--- config.mk ---
export PLATFORM = sky130hd
export DESIGN_NAME = e17_out_packer
export DESIGN_NICKNAME = d
export VERILOG_FILES = /design/src/rtl/e17_out_packer.sv
export SDC_FILE = /design/constraint.sdc
export NUM_CORES = 1
export LEC_CHECK = 0
export CAP_MARGIN = 20
export CORE_MARGIN = 8
export CORE_UTILIZATION = 55
export DETAILED_ROUTE_END_ITERATION = 12
export DONT_BUFFER_PORTS = 1
export PLACE_DENSITY_LB_ADDON = 0.05
export SLEW_MARGIN = 40
export SYNTH_ARGS = -nofsm -noshare
export SYNTH_HDL_FRONTEND = slang
export SYNTH_SLANG_ARGS = --single-unit
export TNS_END_PERCENT = 30
--- constraint.sdc ---
create_clock -name clk -period 5.45 [get_ports clk]
set_input_delay 1.09 -clock clk [delete_from_list [all_inputs] [get_ports clk]]
set_output_delay 1.09 -clock clk [all_outputs]
set_load 0.02 [all_outputs]
--- src/rtl/e17_out_packer.sv ---
// Change-capture FIFO for the e17 controller outputs: timestamps each new vector and queues it.
// Optional E17_PACK_PARITY_EN adds a stored even-parity MSB to every queued word.
module e17_out_packer #(
    parameter int DEPTH = 4,
    parameter int TS_W  = 8
) (
    input  logic                    clk,
    input  logic                    rst,
    input  logic [16:0]             y_in,
    input  logic                    y_vld,
`ifdef E17_PACK_PARITY_EN
    output logic [TS_W+17:0]        out_data,
`else
    output logic [TS_W+16:0]        out_data,
`endif
    output logic                    out_valid,
    input  logic                    out_ready,
    output logic [$clog2(DEPTH):0]  fifo_level,
    output logic [7:0]              drop_cnt
);

    localparam int AW = $clog2(DEPTH);
    localparam int LW = AW + 1;
    localparam int PW = TS_W + 17;
`ifdef E17_PACK_PARITY_EN
    localparam int WW = PW + 1;
`else
    localparam int WW = PW;
`endif

    logic [WW-1:0]   mem [DEPTH];
    logic [AW-1:0]   wptr, rptr;
    logic [LW-1:0]   level;
    logic [TS_W-1:0] ts;
    logic [16:0]     last_vec;
    logic [PW-1:0]   word;
    logic            chg, full, pop, push, drop;

    function automatic logic [7:0] sat_inc8(input logic [7:0] v);
        return (v == 8'hFF) ? v : v + 8'd1;
    endfunction

    function automatic logic [WW-1:0] pack_word(input logic [PW-1:0] w);
`ifdef E17_PACK_PARITY_EN
        return {^w, w};
`else
        return w;
`endif
    endfunction

    // A sample taken during reset never counts as an event.
    assign chg  = !rst && y_vld && (y_in != last_vec);
    assign full = (level == LW'(DEPTH));
    assign pop  = out_valid && out_ready;
    assign push = chg && (!full || pop);
    assign drop = chg && full && !pop;
    assign word = {ts, y_in};

    assign out_valid  = (level != '0);
    assign out_data   = mem[rptr];
    assign fifo_level = level;

    always_ff @(posedge clk) begin
        if (rst) begin
            ts       <= '0;
            last_vec <= '0;
            wptr     <= '0;
            rptr     <= '0;
            level    <= '0;
            drop_cnt <= '0;
        end else begin
            ts <= ts + 1'b1;
            if (y_vld)
                last_vec <= y_in;
            if (push)
                wptr <= wptr + 1'b1;
            if (pop)
                rptr <= rptr + 1'b1;
            if (push && !pop)
                level <= level + 1'b1;
            else if (pop && !push)
                level <= level - 1'b1;
            if (drop)
                drop_cnt <= sat_inc8(drop_cnt);
        end
    end

    // Storage is data only and is left unreset.
    always_ff @(posedge clk) begin
        if (push)
            mem[wptr] <= pack_word(word);
    end

endmodule

---- Yosys cells after proc, flatten, opt, wreduce, memory -nomap -nowiden ----
Memories as Yosys holds them, arrays and structs flattened. A register that Yosys moved wholly into a read port is not among the register bits.
Index checks and enable logic that the tools add are counted.
W data, S select, Z words.
cells by class
  add/sub/neg operators ................... 6
  multipliers ............................. 0
  div/mod/pow operators ................... 0
  order comparisons ....................... 0
  equality and inequality tests ........... 3
  shift-type cells ........................ 0
  multiplexer cells ....................... 6
  bitwise operators ....................... 1
  reductions and logical operators ........ 16
operator list
  operator               number
  $ne A17 B17 Y1         1
  $add A8 B1 Y8 const B  2
  $eq A8 B8 Y1 const B   1
  $logic_and A1 B1 Y1    8
  $mux W3                2
  $add A2 B1 Y2 const B  2
  $logic_not A1 Y1       4
  $mux W2                2
  $add A3 B1 Y3 const B  1
  $eq A3 B3 Y1 const B   1
  $reduce_bool A3 Y1     1
  $sub A3 B1 Y3 const B  1
  $mux W1                2
  $reduce_and A2 Y1      1
  $reduce_bool A2 Y1     1
  $logic_or A1 B1 Y1     1
  $not A1 Y1             1
word-level totals
  register bits ........................... 40
  latch bits .............................. 0
  bits in writable memories ............... 100
  bits in read-only memories .............. 0
  input port bits ......................... 21
  output and inout port bits .............. 37
  memories ................................ 1
memory list
  name  depth  width  rd ports  clocked after memory_dff  wr ports  line  text
  mem   4      25     1         1                         1         31    logic [WW-1:0] mem [DEPTH];

---- Depth between registers and ports, before layout ----
Gate-level depths: netlist of run 1.
  depth after elaboration ................. 8
  depth in mapped cells ................... 11
  gate-level depth less buffers ........... 11

---- Least setup slack after synthesis of run 1 ----
Ideal clock, no wire load.
  kind .................................... in2reg
  start point ............................. input y_in[11]
  end point ............................... register level[2], in the netlist fifo_level[2]
  arrival ................................. 3.036 ns
  required time ........................... 5.380 ns
  path slack .............................. 2.343 ns
  stages on the path ...................... 11
  buffers on the path ..................... 0
  cells stage by stage .................... xor2_1 > nor4_1 > nand4_1 > o21ai_0 > nor3_2 > ha_1 > inv_1 > fa_1 > xor2_1 > or3_1 > a21oi_1
on the way
  longest elaborated chain between the ends .. 6
  elaborated cells on any way between the ends .. 8
RTL lines
  element                       line  text
  start, declared               9     input logic [16:0] y_in,
  $ne A17 B17 Y1 *              52    assign chg = !rst && y_vld && (y_in != last_vec);
  $logic_and A1 B1 Y1 *         52
  $logic_and A1 B1 Y1 *         55    assign push = chg && (!full || pop);
  net push                      37    logic chg, full, pop, push, drop;
  $logic_not A1 Y1              81    else if (pop && !push)
  $logic_and A1 B1 Y1           81
  $reduce_bool A2 Y1 (no line)  --
  end signal, assigned          80    level <= level + 1'b1;
  end signal, assigned          82    level <= level - 1'b1;
  end, declared                 33    logic [LW-1:0] level;
The timed path passes the listed nets; every way through them passes the cells marked *.
A chain may end at the register's enable or synchronous reset.

==> results_dict.tcl, run 1 <==
set metrics [dict create \
    status "finished, final reports clean" \
    seq_area_frac_synth_pct 69.6 \
    crit_family "flip-flops" \
    fin_area_um2 6190 \
    crit_type "register to output pin" \
    cp_data_arrival_time_ns 1.89 \
    diodes 0 \
    max_stage_delay_ns 0.68 \
    finalSetupViolCount 0 \
    avgSynthCellArea_um2 16.8 \
    required_ns 4.36 \
    finalMaxSlewViolations 0 \
    worstReg2RegStart "last_vec[15]" \
    power_density_nw_per_um2 427 \
    crit_fanout 25 \
    cts.clk_slew.worst_paths_ns 0.06 \
    grt_max_degree 42 \
    synth_fp_nets 357 \
    finalClockSkew_ns 0.00817 \
    finalCriticalPeriod_ns 2.98 \
    grt_pass1_wl_um 16200 \
    start_util_pct 56.5 \
    relSlewSlack_pct 51.0 \
    core_um2 9770 \
    critPathBufInv 0 \
    gp_congestion 0.692 \
    final_common_cell "edfxtp_1" \
    synth_cells 328 \
    vias_per_cell 5.60 \
    grt_use_total_pct 16.5 \
    slowest_stage "dfxtp_4" \
    cell_internal_pwr_mw 1.98 \
    clockRootBuffer "clkbuf_8" \
    ant_nets 0 \
    drive_above_1_share_pct 17.9 \
    dr.pass1.iters 4 \
    worst-slew-pin-transition_ns 0.735 \
    dieWidth_um 116 \
    power.leakage_nw 2.14 \
    drc 0 \
    synth_cell_types 38 \
    place_area_um2 5670 \
    synth_ff_type "edfxtp_1" \
    num_vias 2709 \
    htreeDepth 4 \
    ioPinCount 58 \
    postCtsHoldBufs 0 \
    power_frac_comb_pct 12.7 \
    clk_latency_ns 0.52 \
    final_nets 368 \
    critPathLaunchType "register" \
    cts_setup_buffers 0 \
    ys_ff_latch 142 \
    p_sw_share_pct 25.2 \
    grt_pass1_vias 2822 \
    synthArstFlopShare_pct 0 \
    drt_iter0_drc 136 \
    maxCapViolCount 0 \
    power_mw 2.64 \
    min_path_type "register to register" \
    port_buffers 0 \
    synth_edf_count 100 \
    die_h_um 116 \
    period_share_pct 54.7 \
    rsz0062_at_grt "no" \
    seqPwrFrac_pct 49.1 \
    yosys_warnings 0 \
    hp-start "ts[0]" \
    mostFrequentLayoutCells "100 x edfxtp_1, 41 x dfxtp_1, 34 x nor2_1" \
    clock_sinks 142 \
    antenna_found_initial 0 \
    gr-total-overflow 0 \
    fill_cells 733 \
    fmax_mhz 336 \
    die_area_um2 13500 \
    cp-end-kind "output pin" \
    cts_tree "done" \
    drt-total-wl_um 9970 \
    cts_buffers 17 \
    p_sw_mw 0.665 \
    wl_per_cell_um 20.6 \
    num_rows 36 \
    fin_tns_setup_ns 0 \
    cts_buffer_depth 2 \
    post_cts_resized 0 \
    dp_hpwl_um 6310 \
    clkPwrFrac_pct 38.2 \
    path_cells "mux4_2" \
    hold_violations 0 \
    synthToLayoutAreaGrowth_pct 12.0 \
    irDropWorstVdd_v 0.000307 \
    syn-cell-area_um2 5530 \
]
## kinds of logic after synthesis
family | after synthesis | share of synthesized area [%]
xor+xnor | 28 | 4.44
buf+inv | 19 | 1.52
fa+ha+maj | 8 | 1.95
flops | 142 | 69.6
mux | 47 | 14.3
simple gates | 69 | 6.39
compound gates | 15 | 1.86
## cells in the mapped netlist, drive strengths merged (3+ instances only)
| master | n | share of area [%] |
|---|---|---|
| edfxtp | 100 | 54 |
| dfxtp | 42 | 15 |
| nor2 | 34 | 2.3 |
| mux4 | 25 | 10 |
| xor2 | 23 | 3.6 |
| mux2i | 20 | 3.6 |
| nand3 | 8 | 0.72 |
| buf | 7 | 0.70 |
| ha | 7 | 1.6 |
| clkbuf | 6 | 0.41 |
| inv | 6 | 0.41 |
| xnor2 | 5 | 0.79 |
| a21oi | 4 | 0.36 |
| and2 | 4 | 0.45 |
| nand2 | 4 | 0.27 |
| o21ai | 4 | 0.43 |
| nand4 | 3 | 0.34 |
| nor4 | 3 | 0.34 |
| o31ai | 3 | 0.41 |
| or3 | 3 | 0.36 |
## layer usage
metal  up-vias  GRT usage (%)  wire length, µm
li1       1268              -                -
met1      1363           21.2             4380
met2        71           24.4             4720
met3         7           7.55              790
met4         0           4.93               79
met5         -              0                0
## final timing paths
kind / slack (ns) / to / cells past startpoint
setup / recovery: 2.47 / out_data[24] / 1
hold / removal: 0.51 / ts[0] / 1
setup reg to reg: 2.73 / mem[0][4] / 7
hold reg to reg: 0.51 / ts[0] / 1
## flip-flops by register name, summed over array words and instances (netlist names), named ones only
signal	flops
fifo_level	3
wptr	2
drop_cnt	8
last_vec	17
mem	100
rptr	2
ts	8
## cell type report
class | count | area [µm²] | share of cell area, %
Clock buffer | 22 | 443 | 7.16
Clock inverter | 9 | 72.6 | 1.17
Inverter | 6 | 22.5 | 0.364
Multi-Input combinational cell | 167 | 1600 | 25.8
Sequential cell | 142 | 3850 | 62.2
Tap cell | 133 | 166 | 2.69
Timing Repair Buffer | 5 | 37.5 | 0.607
## power by group through the flow
stage                     Sequential [mW]  Clock (mW)  Combinational [mW]
final                                1.30        1.01               0.335
after global routing                 1.31        1.07               0.366
after CTS                            1.30        1.02               0.345
after detailed placement             1.33           0               0.344
after global placement               1.32           0               0.342
after floorplan                      1.28           0               0.319
## stage by stage
step | utilization (%) | cells | setup slack, ns | hold WS [ns]
CTS | 63.3 | 484 | 2.38 | 0.514
finish | 63.3 | 484 | 2.47 | 0.511
global route | 63.3 | 484 | 2.32 | 0.527
detailed placement | 58.0 | 453 | 1.93 | 0.502
global placement | 58.0 | 453 | 1.92 | 0.488
floorplan | - | 328 | 2.34 | 0.449
No activity file was read; power rests on OpenSTA's default activity.
==> run 2, diff against run 1 <==
==> constraint.sdc (replaced) <==
create_clock -name clk -period 2.9 [get_ports clk]
set_input_delay 0.58 -clock clk [delete_from_list [all_inputs] [get_ports clk]]
set_output_delay 0.58 -clock clk [all_outputs]
set_load 0.02 [all_outputs]
==> run 2 against run 1 <==
  * Critical path depth is 1 higher
  * Largest cell class unchanged
  * Register-to-register slack worse by 2.3 ns
  * Combinational power is 120% higher
  * Clock skew hardly changed
  * Total power is 99% higher
  * Largest power group unchanged
  * Cell count is 1.9% higher
==> results_dict.tcl, run 2 (synthesis results as in run 1) <==
set metrics [dict create \
    status "finished, final reports clean" \
    num_vias 2702 \
    clock_sinks 142 \
    mostFrequentLayoutCells "100 x edfxtp_1, 41 x dfxtp_1, 34 x nor2_1" \
    power.leakage_nw 2.22 \
    cp_data_arrival_time_ns 2.01 \
    relSlewSlack_pct 66.3 \
    synthToLayoutAreaGrowth_pct 14.8 \
    grt_max_degree 42 \
    top_register "mem" \
    largest_register_ffs 100 \
    p_sw_mw 1.25 \
    irDropWorstVdd_v 0.000450 \
    finalSetupViolCount 0 \
    drt-total-wl_um 9820 \
    cts_setup_buffers 0 \
    postCtsHoldBufs 0 \
    port_buffers 0 \
    gr-total-overflow 0 \
    clkPwrFrac_pct 40.9 \
    drive_above_1_share_pct 19.7 \
    ant_nets 0 \
    post_cts_resized 0 \
    cts_buffer_depth 2 \
    rr_worst_depth 12 \
    grt_use_total_pct 16.0 \
    start_util_pct 56.5 \
    wl_per_cell_um 19.9 \
    hold_violations 0 \
    power_density_nw_per_um2 830 \
    cell_internal_pwr_mw 4.02 \
    crit_fanout 15 \
    rsz0062_at_grt "no" \
    crit_type "register to output pin" \
    drc 0 \
    grt_pass1_vias 2832 \
    antenna_found_initial 0 \
    worstReg2RegStart "last_vec[11]" \
    r2r_end "fifo_level[2]" \
    dr.pass1.iters 4 \
    gp_congestion 0.732 \
    diodes 0 \
    num_rows 36 \
    min_path_type "input port to register" \
    dp_hpwl_um 6200 \
    grt_pass1_wl_um 15600 \
    maxCapViolCount 0 \
    p_sw_share_pct 23.7 \
    finalMaxSlewViolations 0 \
    core_um2 9770 \
    cts_buffers 17 \
    seqPwrFrac_pct 45.3 \
    dieWidth_um 116 \
    die_area_um2 13500 \
    required_ns 2.32 \
    cts_tree "done" \
    cts.clk_slew.worst_paths_ns 0.05 \
    ioPinCount 58 \
    clockRootBuffer "clkbuf_8" \
    power_frac_comb_pct 13.9 \
    worst-slew-pin-transition_ns 0.505 \
    period_share_pct 89.2 \
    finalClockSkew_ns 0.00814 \
    top_regs "mem x100, last_vec x17" \
    final_common_cell "edfxtp_1" \
    finalCriticalPeriod_ns 2.59 \
    cp-end-kind "output pin" \
    fmax_mhz 387 \
    min_path_cells 1 \
    whs_ns 0.127 \
    clk_latency_ns 0.52 \
    critPathLaunchType "register" \
    rrSetupSlack_ns 0.41 \
    final_nets 376 \
    hp-start "rst" \
    fin_tns_setup_ns 0 \
    vias_per_cell 5.48 \
    die_h_um 116 \
    htreeDepth 4 \
    drt_iter0_drc 171 \
]
-- run 2: worst max-delay path by stage --
stage                     depth (start not counted)  startpoint  slack, ns             to
after floorplan                                  11    y_in[11]       0.30  fifo_level[2]
after global placement                           12    y_in[11]       0.16  fifo_level[2]
after detailed placement                         12    y_in[11]       0.14  fifo_level[2]
after CTS                                         2    register       0.23   out_data[24]
after global routing                              2    register       0.16   out_data[24]
final                                             2    register       0.31   out_data[24]
-- run 2: metal layers --
metal / track usage [%] / vias up / wire, µm
met3: 6.51 / 8 / 626
met1: 19.9 / 1351 / 4360
met2: 24.7 / 52 / 4750
met4: 5.70 / 0 / 80
met5: 0 / - / 0
li1: - / 1291 / -
-- run 2: critical path, stage by stage (launching register included) --
cell     delay [ns]
dfxtp_2        0.61
buf_12         0.24
mux4_2         0.63
-- run 2: power by group through the flow --
stage	Clock (mW)	Combinational, mW	Sequential (mW)
5_1_grt	2.29	0.794	2.40
2_1_floorplan	0	0.599	2.41
6_report	2.15	0.730	2.39
3_5_place_dp	0	0.749	2.43
4_1_cts	2.19	0.753	2.39
3_3_place_gp	0	0.738	2.42
-- run 2: per-stage QoR --
step | std cells | setup WS [ns] | util [%] | instance area (µm²) | power, mW
after global routing | 493 | 0.161 | 64.9 | 6340 | 5.49
after global placement | 461 | 0.164 | 58.9 | 5750 | 3.16
after floorplan | 328 | 0.303 | - | 5530 | 3.01
after CTS | 493 | 0.227 | 64.9 | 6340 | 5.33
after detailed placement | 461 | 0.135 | 58.9 | 5750 | 3.18
final | 493 | 0.314 | 64.9 | 6340 | 5.27
-- run 2: cell type report --
class | count | area [µm²]
clock inverter | 8 | 139
clock buffer | 24 | 450
timing repair buffer | 13 | 123
inverter | 6 | 22.5
tap | 133 | 166
fill | 721 | 3430
sequential | 142 | 3840
multi-input combinational | 167 | 1600
==> run 3, diff against run 2 <==
--- a/config.mk
+++ b/config.mk
@@ -6,8 +6,11 @@
 export NUM_CORES = 1
 export LEC_CHECK = 0
 export CAP_MARGIN = 20
+export CELL_PAD_IN_SITES_DETAIL_PLACEMENT = 0
+export CELL_PAD_IN_SITES_GLOBAL_PLACEMENT = 1
+export CORE_ASPECT_RATIO = 1.4
 export CORE_MARGIN = 8
-export CORE_UTILIZATION = 55
+export CORE_UTILIZATION = 53
 export DETAILED_ROUTE_END_ITERATION = 12
 export DONT_BUFFER_PORTS = 1
 export PLACE_DENSITY_LB_ADDON = 0.05
==> run 3 against run 2 <==
  * Largest cell class unchanged
  * Core utilization decreased by 2.3 points
  * Routed wire length down 0.65%
  * Sequential share of layout area fell by 0.67 points
  * Largest power group unchanged
  * Worst hold slack gained 0.11 ns
  * Cell count rose by 1.0%
  * Worst setup slack improved by 0.044 ns
  * Critical path type is now register to register
  * Sequential power barely moved
  * Total power increased by 1.6%
  * Global-route usage decreased by 0.60 points
==> results_dict.tcl, run 3 (synthesis results as in run 1) <==
set metrics [dict create \
    status "finished, final reports clean" \
    ioPinCount 58 \
    period_share_pct 87.7 \
    largest_register_ffs 100 \
    seq_area_um2 3840 \
    min_path_type "input port to register" \
    gp_congestion 0.715 \
    final_common_cell "edfxtp_1" \
    worstReg2RegStart "last_vec[11]" \
    cts_buffer_depth 2 \
    cp_data_arrival_time_ns 2.89 \
    cts_buffers 17 \
    power.leakage_nw 2.24 \
    port_buffers 0 \
    hold_violations 0 \
    critPathLaunchType "register" \
    finalSetupViolCount 0 \
    grt_max_degree 42 \
    clockRootBuffer "clkbuf_16" \
    crit_type "register to register" \
    irDropWorstVdd_v 0.000431 \
    clk_latency_ns 0.41 \
    crit_fanout 2 \
    grt_pass1_vias 2915 \
    start_util_pct 54.0 \
    diodes 0 \
    dp_hpwl_um 6280 \
    cts.clk_slew.worst_paths_ns 0.06 \
    finalCriticalPeriod_ns 2.54 \
    wl_per_cell_um 19.6 \
    rrSetupSlack_ns 0.36 \
    dp.cells 466 \
    top_register "mem" \
    crit_path_start "last_vec[11]" \
    dr.pass1.iters 4 \
    grt_use_total_pct 15.4 \
    die_h_um 137 \
    fmax_mhz 393 \
    final_nets 376 \
    die_area_um2 14000 \
    final_cells 498 \
    cts_tree "done" \
    hp-start "rst" \
    relSlewSlack_pct 67.6 \
    fin_tns_setup_ns 0 \
    synthToLayoutAreaGrowth_pct 16.1 \
    drc 0 \
    drive_above_1_share_pct 20.6 \
    fill_cells 791 \
    dieWidth_um 102 \
    drt-total-wl_um 9760 \
    mostFrequentLayoutCells "100 x edfxtp_1, 41 x dfxtp_1, 34 x nor2_1" \
    core_um2 10200 \
    required_ns 3.24 \
    top_regs "mem x100, last_vec x17" \
    antenna_found_initial 0 \
    worst-slew-pin-transition_ns 0.486 \
    finalClockSkew_ns 0.0109 \
    cp-end-kind "register" \
    vias_per_cell 5.49 \
    clock_sinks 142 \
    htreeDepth 4 \
    power_density_nw_per_um2 834 \
    grt_pass1_wl_um 15400 \
    num_rows 44 \
    num_vias 2735 \
    ant_nets 0 \
    gr-total-overflow 0 \
    maxCapViolCount 0 \
    drt_iter0_drc 169 \
    finalMaxSlewViolations 0 \
    multi_input_area_um2 1600 \
    rsz0062_at_grt "no" \
]
## run 3: changes by cell type in the layout (fill, tap and decap cells not counted), sizes merged
cell,previous run,this run
clkinvlp,0,2
clkinv,4,5
clkbuf,24,21
## run 3: final timing paths
check,endpoint,cells past startpoint
worst min register to register,ts[0],1
worst max register to register,fifo_level[2],12
worst min-delay path,last_vec[0],1
worst max-delay path,fifo_level[2],12
## run 3: critical path, stage by stage, from the launching register on
cell	delay, ns
dfxtp_1	0.31
xor2_1	0.15
nor4_1	0.40
buf_4	0.19
nand4_1	0.13
o21ai_1	0.24
nor3_2	0.07
ha_1	0.22
inv_1	0.07
fa_1	0.17
xor2_1	0.07
or3_1	0.31
a21oi_1	0.14
## run 3: final cells by class
cell class,count,share of cell area (%)
multi-input cells,167,24.9
repair buffers,13,2.50
inverters,6,0.351
flip-flops and latches,142,59.9
clock buffers,21,7.02
clock inverters,11,2.59
well taps,138,2.69
## run 3: routing by layer
metal,vias to the layer above,global-route usage [%],part of all wire [%]
met5,-,0,0
met4,0,7.62,1.4
met3,10,5.40,5.6
met2,57,26.7,55
met1,1382,15.9,38
li1,1286,-,-
## run 3: where the power goes
group	internal (mW)	total (mW)	switching, mW
registers	2.30	2.38	0.0777
clock network	1.46	2.23	0.768
logic	0.316	0.746	0.430
total	4.08	5.35	1.28
## run 3: stage by stage
step | setup slack (ns) | power [mW] | instance area (µm²) | utilization [%] | hold slack, ns
final | 0.357 | 5.35 | 6410 | 62.6 | 0.237
after detailed placement | -0.0217 | 3.19 | 5800 | 56.6 | 0.499
after CTS | 0.201 | 5.42 | 6410 | 62.6 | 0.217
after global routing | 0.0831 | 5.56 | 6410 | 62.6 | 0.213
after floorplan | 0.303 | 3.01 | 5530 | - | 0.449
after global placement | 0.0120 | 3.18 | 5800 | 56.6 | 0.479
## run 3: what timing repair did
item | CTS | global route
hold buffers | 0 | 0
gates resized for setup | 0 | 1
endpoints found under the setup margin | 0 | 1
buffers inserted | 0 | 0
==> variant 1, RTL diff (settings of run 2) <==
Make the reset (`rst`) asynchronous in one clocked block.
--- a/src/rtl/e17_out_packer.sv
+++ b/src/rtl/e17_out_packer.sv
@@ -62,3 +62,3 @@
 
-    always_ff @(posedge clk) begin
+    always_ff @(posedge clk or posedge rst) begin
         if (rst) begin
Check against the original RTL: differs if rst is asserted again (counterexample within 4 cycles, from zero or initial values and one cycle with rst high); with rst held inactive, the same outputs for 10 cycles.
==> variant 1 against run 2 <==
Wire length is 3.2% lower. Cell area is 0.20% higher. Sequential cell count is 2 lower. Critical path depth is 7 higher. Synthesized area hardly changed. Total power is 13% higher. Final cell count is 8.9% lower. Worst hold slack worse by 0.020 ns. Setup slack worse by 0.0085 ns. Highest routed layer unchanged.
==> variant 1: results (changes against run 2) <==
* Slowest CP cell: dfrtp_1
* Overall global routing resource usage at 15.8% (-0.15 points)
* R2r setup slk at 0.31 ns (-0.10 ns)
* Starting DRT DRC Count at 107 (-37%)
* Synth warnings at 0 (unchanged)
* Synth top area cells: edfxtp_1 (54%), dfrtp_1 (18%), mux4_2 (10%)
* Register area share after synthesis at 72.5% (+3.0 points)
* Synth cell types at 30 (-21%)
* VDD IR max at 0.476 mV (+5.9%)
* Fill count at 703 (-2.5%)
* First-pass GRT wire length at 15.4 mm (-1.4%)
* Number of global-route vias before repair at 2720 (-4.0%)
* Net count after synthesis at 310 (-13%)
* Post-Synth XOR/XNOR Area at 5.71% (+1.3 points)
* Mux share of post-synthesis cell area at 14.4% (+0.13 points)
* Largest net degree at the start of global routing at 41 (-2.4%)
* Clock Skew at 0.0105 ns (+0.00231 ns)
* Root Buffer: clkbuf_8
* Asr flop ratio synth at 28.6% (+29 points)
* Pleak at 2.29 nW (+2.8%)
* Share of cells above drive strength 1 at 28.8% (+9.1 points)
* Max FO, Critical Path at 2 (-13)
* Via Count at 2504 (-7.3%)
* Detailed placement HPWL at 5.88 mm (-5.2%)
* Insertion delay to the later sink of the worst-skew pair at 0.52 ns (about the same)
* Most instantiated cells after synthesis: edfxtp_1 (100), dfrtp_1 (40), xor2_1 (27)
* Clock transition at path regs at 0.07 ns (+0.02 ns)
* Nets at 332 (-12%)
* Compound-cell area share of the yosys netlist at 0.0907% (-1.8 points)
* Adder-cell share of the synthesized area at 1.95% (about the same)
* Outcome: finished, final reports clean
* Slew @ Worst Pin at 0.531 ns (+0.0260 ns)
* WP data arrival at 3.00 ns (+0.99 ns)
* Total wire length at 9.51 mm (-3.2%)
* Hold Path Class: primary input to async pin
* Sw Ratio at 29.7% (+6.0 points)
* Slowest stage delay, CP at 0.40 ns (-0.23 ns)
## variant 1: power groups by stage
stage / Sequential (mW) / Combinational, mW / Clock, mW
after floorplan: 2.56 / 1.09 / 0
after global placement: 2.66 / 1.31 / 0
after detailed placement: 2.68 / 1.31 / 0
after CTS: 2.64 / 1.31 / 2.09
after global routing: 2.66 / 1.37 / 2.18
final: 2.62 / 1.28 / 2.05
## variant 1: stage by stage
step           cell area [sq um]  setup WS, ns  cells  hold slack [ns]
3_3_place_gp                5790        0.0716    417            0.509
2_1_floorplan               5520         0.191    281            0.482
3_5_place_dp                5790         0.105    417            0.516
6_report                    6360         0.305    449            0.107
5_1_grt                     6360         0.140    449            0.127
4_1_cts                     6360         0.244    449            0.112
## variant 1: layer usage
| layer | routed length (um) | vias up | share of wire (%) | track usage (%) |
|---|---|---|---|---|
| li1 | - | 1133 | - | - |
| met1 | 3880 | 1283 | 41 | 18.8 |
| met2 | 4790 | 70 | 50 | 25.4 |
| met3 | 684 | 18 | 7.2 | 6.00 |
| met4 | 151 | 0 | 1.6 | 6.48 |
| met5 | 0 | - | 0 | 0 |
## variant 1: worst max-delay path: cells and delay by family (launching register included)
kind / cells / cell delay [ns]
flops: 1 / 0.40
fa+ha+maj: 2 / 0.62
buf+inv: 1 / 0.08
simple gates: 4 / 0.94
mux: 1 / 0.26
xor+xnor: 1 / 0.18
## variant 1: cell families after synthesis
group,count (synthesis)
AO/OA/AOI/OAI,1
multiplexers,45
AND/OR/NAND/NOR,38
buffers and inverters,13
flip-flops,140
adder cells (fa/ha/maj),8
XOR/XNOR,36
## variant 1: layout make-up
class                           instances  area (sq um)  share of cell area (%)
Clock buffer                           19           422                    6.63
Clock inverter                         13           144                    2.26
Inverter                                5          22.5                   0.354
Multi-Input combinational cell        128          1460                    23.0
Sequential cell                       140          4010                    63.0
Tap cell                              133           166                    2.62
Timing Repair Buffer                   11           133                    2.09
## variant 1: final timing paths
check / start / end / cells past startpoint
worst max register to register: last_vec[8] / fifo_level[1] / 9
min in group clk: y_in[8] / mem[1][8] / 0
worst min-delay path: rst / drop_cnt[1] / 2
worst max-delay path: last_vec[8] / fifo_level[1] / 9
max in group asynchronous: rst / rptr[0] / 2
worst min register to register: last_vec[16] / last_vec[16] / 1
==> variant 2, RTL diff (config.mk and constraints of run 2) <==
Made on the original files. `DEPTH`: 4 -> 2.
--- a/src/rtl/e17_out_packer.sv
+++ b/src/rtl/e17_out_packer.sv
@@ -3,3 +3,3 @@
 module e17_out_packer #(
-    parameter int DEPTH = 4,
+    parameter int DEPTH = 2,
     parameter int TS_W  = 8
Ports: changed (resized fifo_level); port bits go from 58 to 57. The function was not compared with the original's and may differ.
==> variant 2 against run 2 <==
Worst hold slack gained 0.17 ns. Setup slack improved by 0.15 ns. Critical path type is now register to register. Final cell count shrank 30%. Die area is 32% lower. Cell area down 40%. Sequential cell count is 54 lower. Synthesized area down 37%. Total power down 46%. Wire length decreased by 38%.
==> variant 2: results (changes against run 2) <==
* Outcome: finished, final reports clean
* WP data arrival at 2.71 ns (+0.70 ns)
* Post-route met1 wirelength at 2.68 mm (-39%)
* TritonCTS Buffers at 9 (-8)
* Mux share of post-synthesis cell area at 13.2% (-1.1 points)
* Nets at 285 (-24%)
* Detailed placement HPWL at 4.12 mm (-34%)
* Average wire per standard cell at 17.7 um (-11%)
* Share of cells above drive strength 1 at 19.9% (+0.20 points)
* Synth top area cells: edfxtp_1 (43%), dfxtp_1 (22%), mux2_2 (8.0%)
* Initial antenna violation count at 0 (unchanged)
* Met3 WL at 448 um (-28%)
* Max FO, Critical Path at 3 (-12)
* Number of global-route vias before repair at 1916 (-32%)
* Grt met1 use at 17.2% (-2.7 points)
* R2r setup slk at 0.46 ns (+0.05 ns)
* DR top layer: met4
* Dpl ws at 0.223 ns (+0.0875 ns)
* Root Buffer: clkbuf_8
* Most instantiated cells after synthesis: edfxtp_1 (50), dfxtp_1 (38), nor2_1 (31)
* GR Util met2 at 21.8% (-2.8 points)
* Clock transition at path regs at 0.09 ns (+0.04 ns)
* Fmax at 0.410 GHz (+6.0%)
* Largest net degree at the start of global routing at 39 (-7.1%)
* RD Place Congestion at 0.724 (-1.1%)
* Compound-cell area share of the yosys netlist at 3.75% (+1.9 points)
* Synth cell types at 36 (-5.3%)
* Grt met3 use at 5.69% (-0.82 points)
* Fill count at 508 (-30%)
* H-tree levels at 3 (-1)
* Overall global routing resource usage at 14.2% (-1.8 points)
* EDFF count, synth at 50 (-50%)
* Worst hold margin at 0.299 ns (+0.172 ns)
* Starting DRT DRC Count at 67 (-61%)
* Net count after synthesis at 279 (-22%)
* VDD IR max at 0.359 mV (-20%)
* Slew @ Worst Pin at 0.558 ns (+0.0528 ns)
* Vias/cell at 5.59 (+2.1%)
* Insertion delay to the later sink of the worst-skew pair at 0.34 ns (-0.18 ns)
* Wire length on met2 at 2.86 mm (-40%)
* Top flop regs: mem x50, last_vec x17
* Register area share after synthesis at 64.6% (-4.9 points)
* Adder-cell share of the synthesized area at 1.07% (-0.87 points)
* Clock Skew at 0.00824 ns (+0.000101 ns)
* Post-Synth XOR/XNOR Area at 6.76% (+2.3 points)
[variant 2: cell count changes after synthesis, moves of 3 or more]
cell / before / now
ha_1: 7 / 3
mux4_2: 25 / 0
dfxtp_1: 42 / 38
nor2_1: 34 / 31
mux2_2: 1 / 25
and2_1: 4 / 1
edfxtp_1: 100 / 50
inv_1: 6 / 2
[variant 2: area by class of cell]
class	count	share of cell area (%)
Clock buffer	9	3.24
Multi-Input combinational cell	156	31.7
Inverter	2	0.197
Sequential cell	88	59.2
Clock inverter	7	2.03
Timing Repair Buffer	4	1.11
Tap cell	77	2.52
[variant 2: path summary, 6_finish.rpt]
check / end / cells after the start
min reg2reg: ts[0] / 1
max: fifo_level[1] / 8
max reg2reg: fifo_level[1] / 8
min: drop_cnt[3] / 1
[variant 2: cells by family after synthesis]
group | count (synthesis)
flip-flops | 88
AND/OR/NAND/NOR | 65
multiplexers | 43
XOR/XNOR | 27
AO/OA/AOI/OAI | 18
buffers and inverters | 11
adder cells (fa/ha/maj) | 3
[variant 2: metrics by stage]
stage               std cells  cell area, sq um
floorplan                 255              3510
global placement          327              3620
finish                    343              3820
global route              343              3820
CTS                       343              3820
detailed placement        327              3620
[variant 2: where the power goes]
group,internal (mW),switching (mW)
sequential,1.41,0.0825
combinational,0.219,0.313
clock,0.407,0.428
[variant 2: worst max-delay path, cell delays in order (launching register included)]
cell	delay, ns
dfxtp_1	0.33
xor2_1	0.16
nor4_1	0.38
nand4_1	0.26
nor2_1	0.28
nor3_1	0.14
ha_1	0.33
or3_1	0.35
a21oi_1	0.14
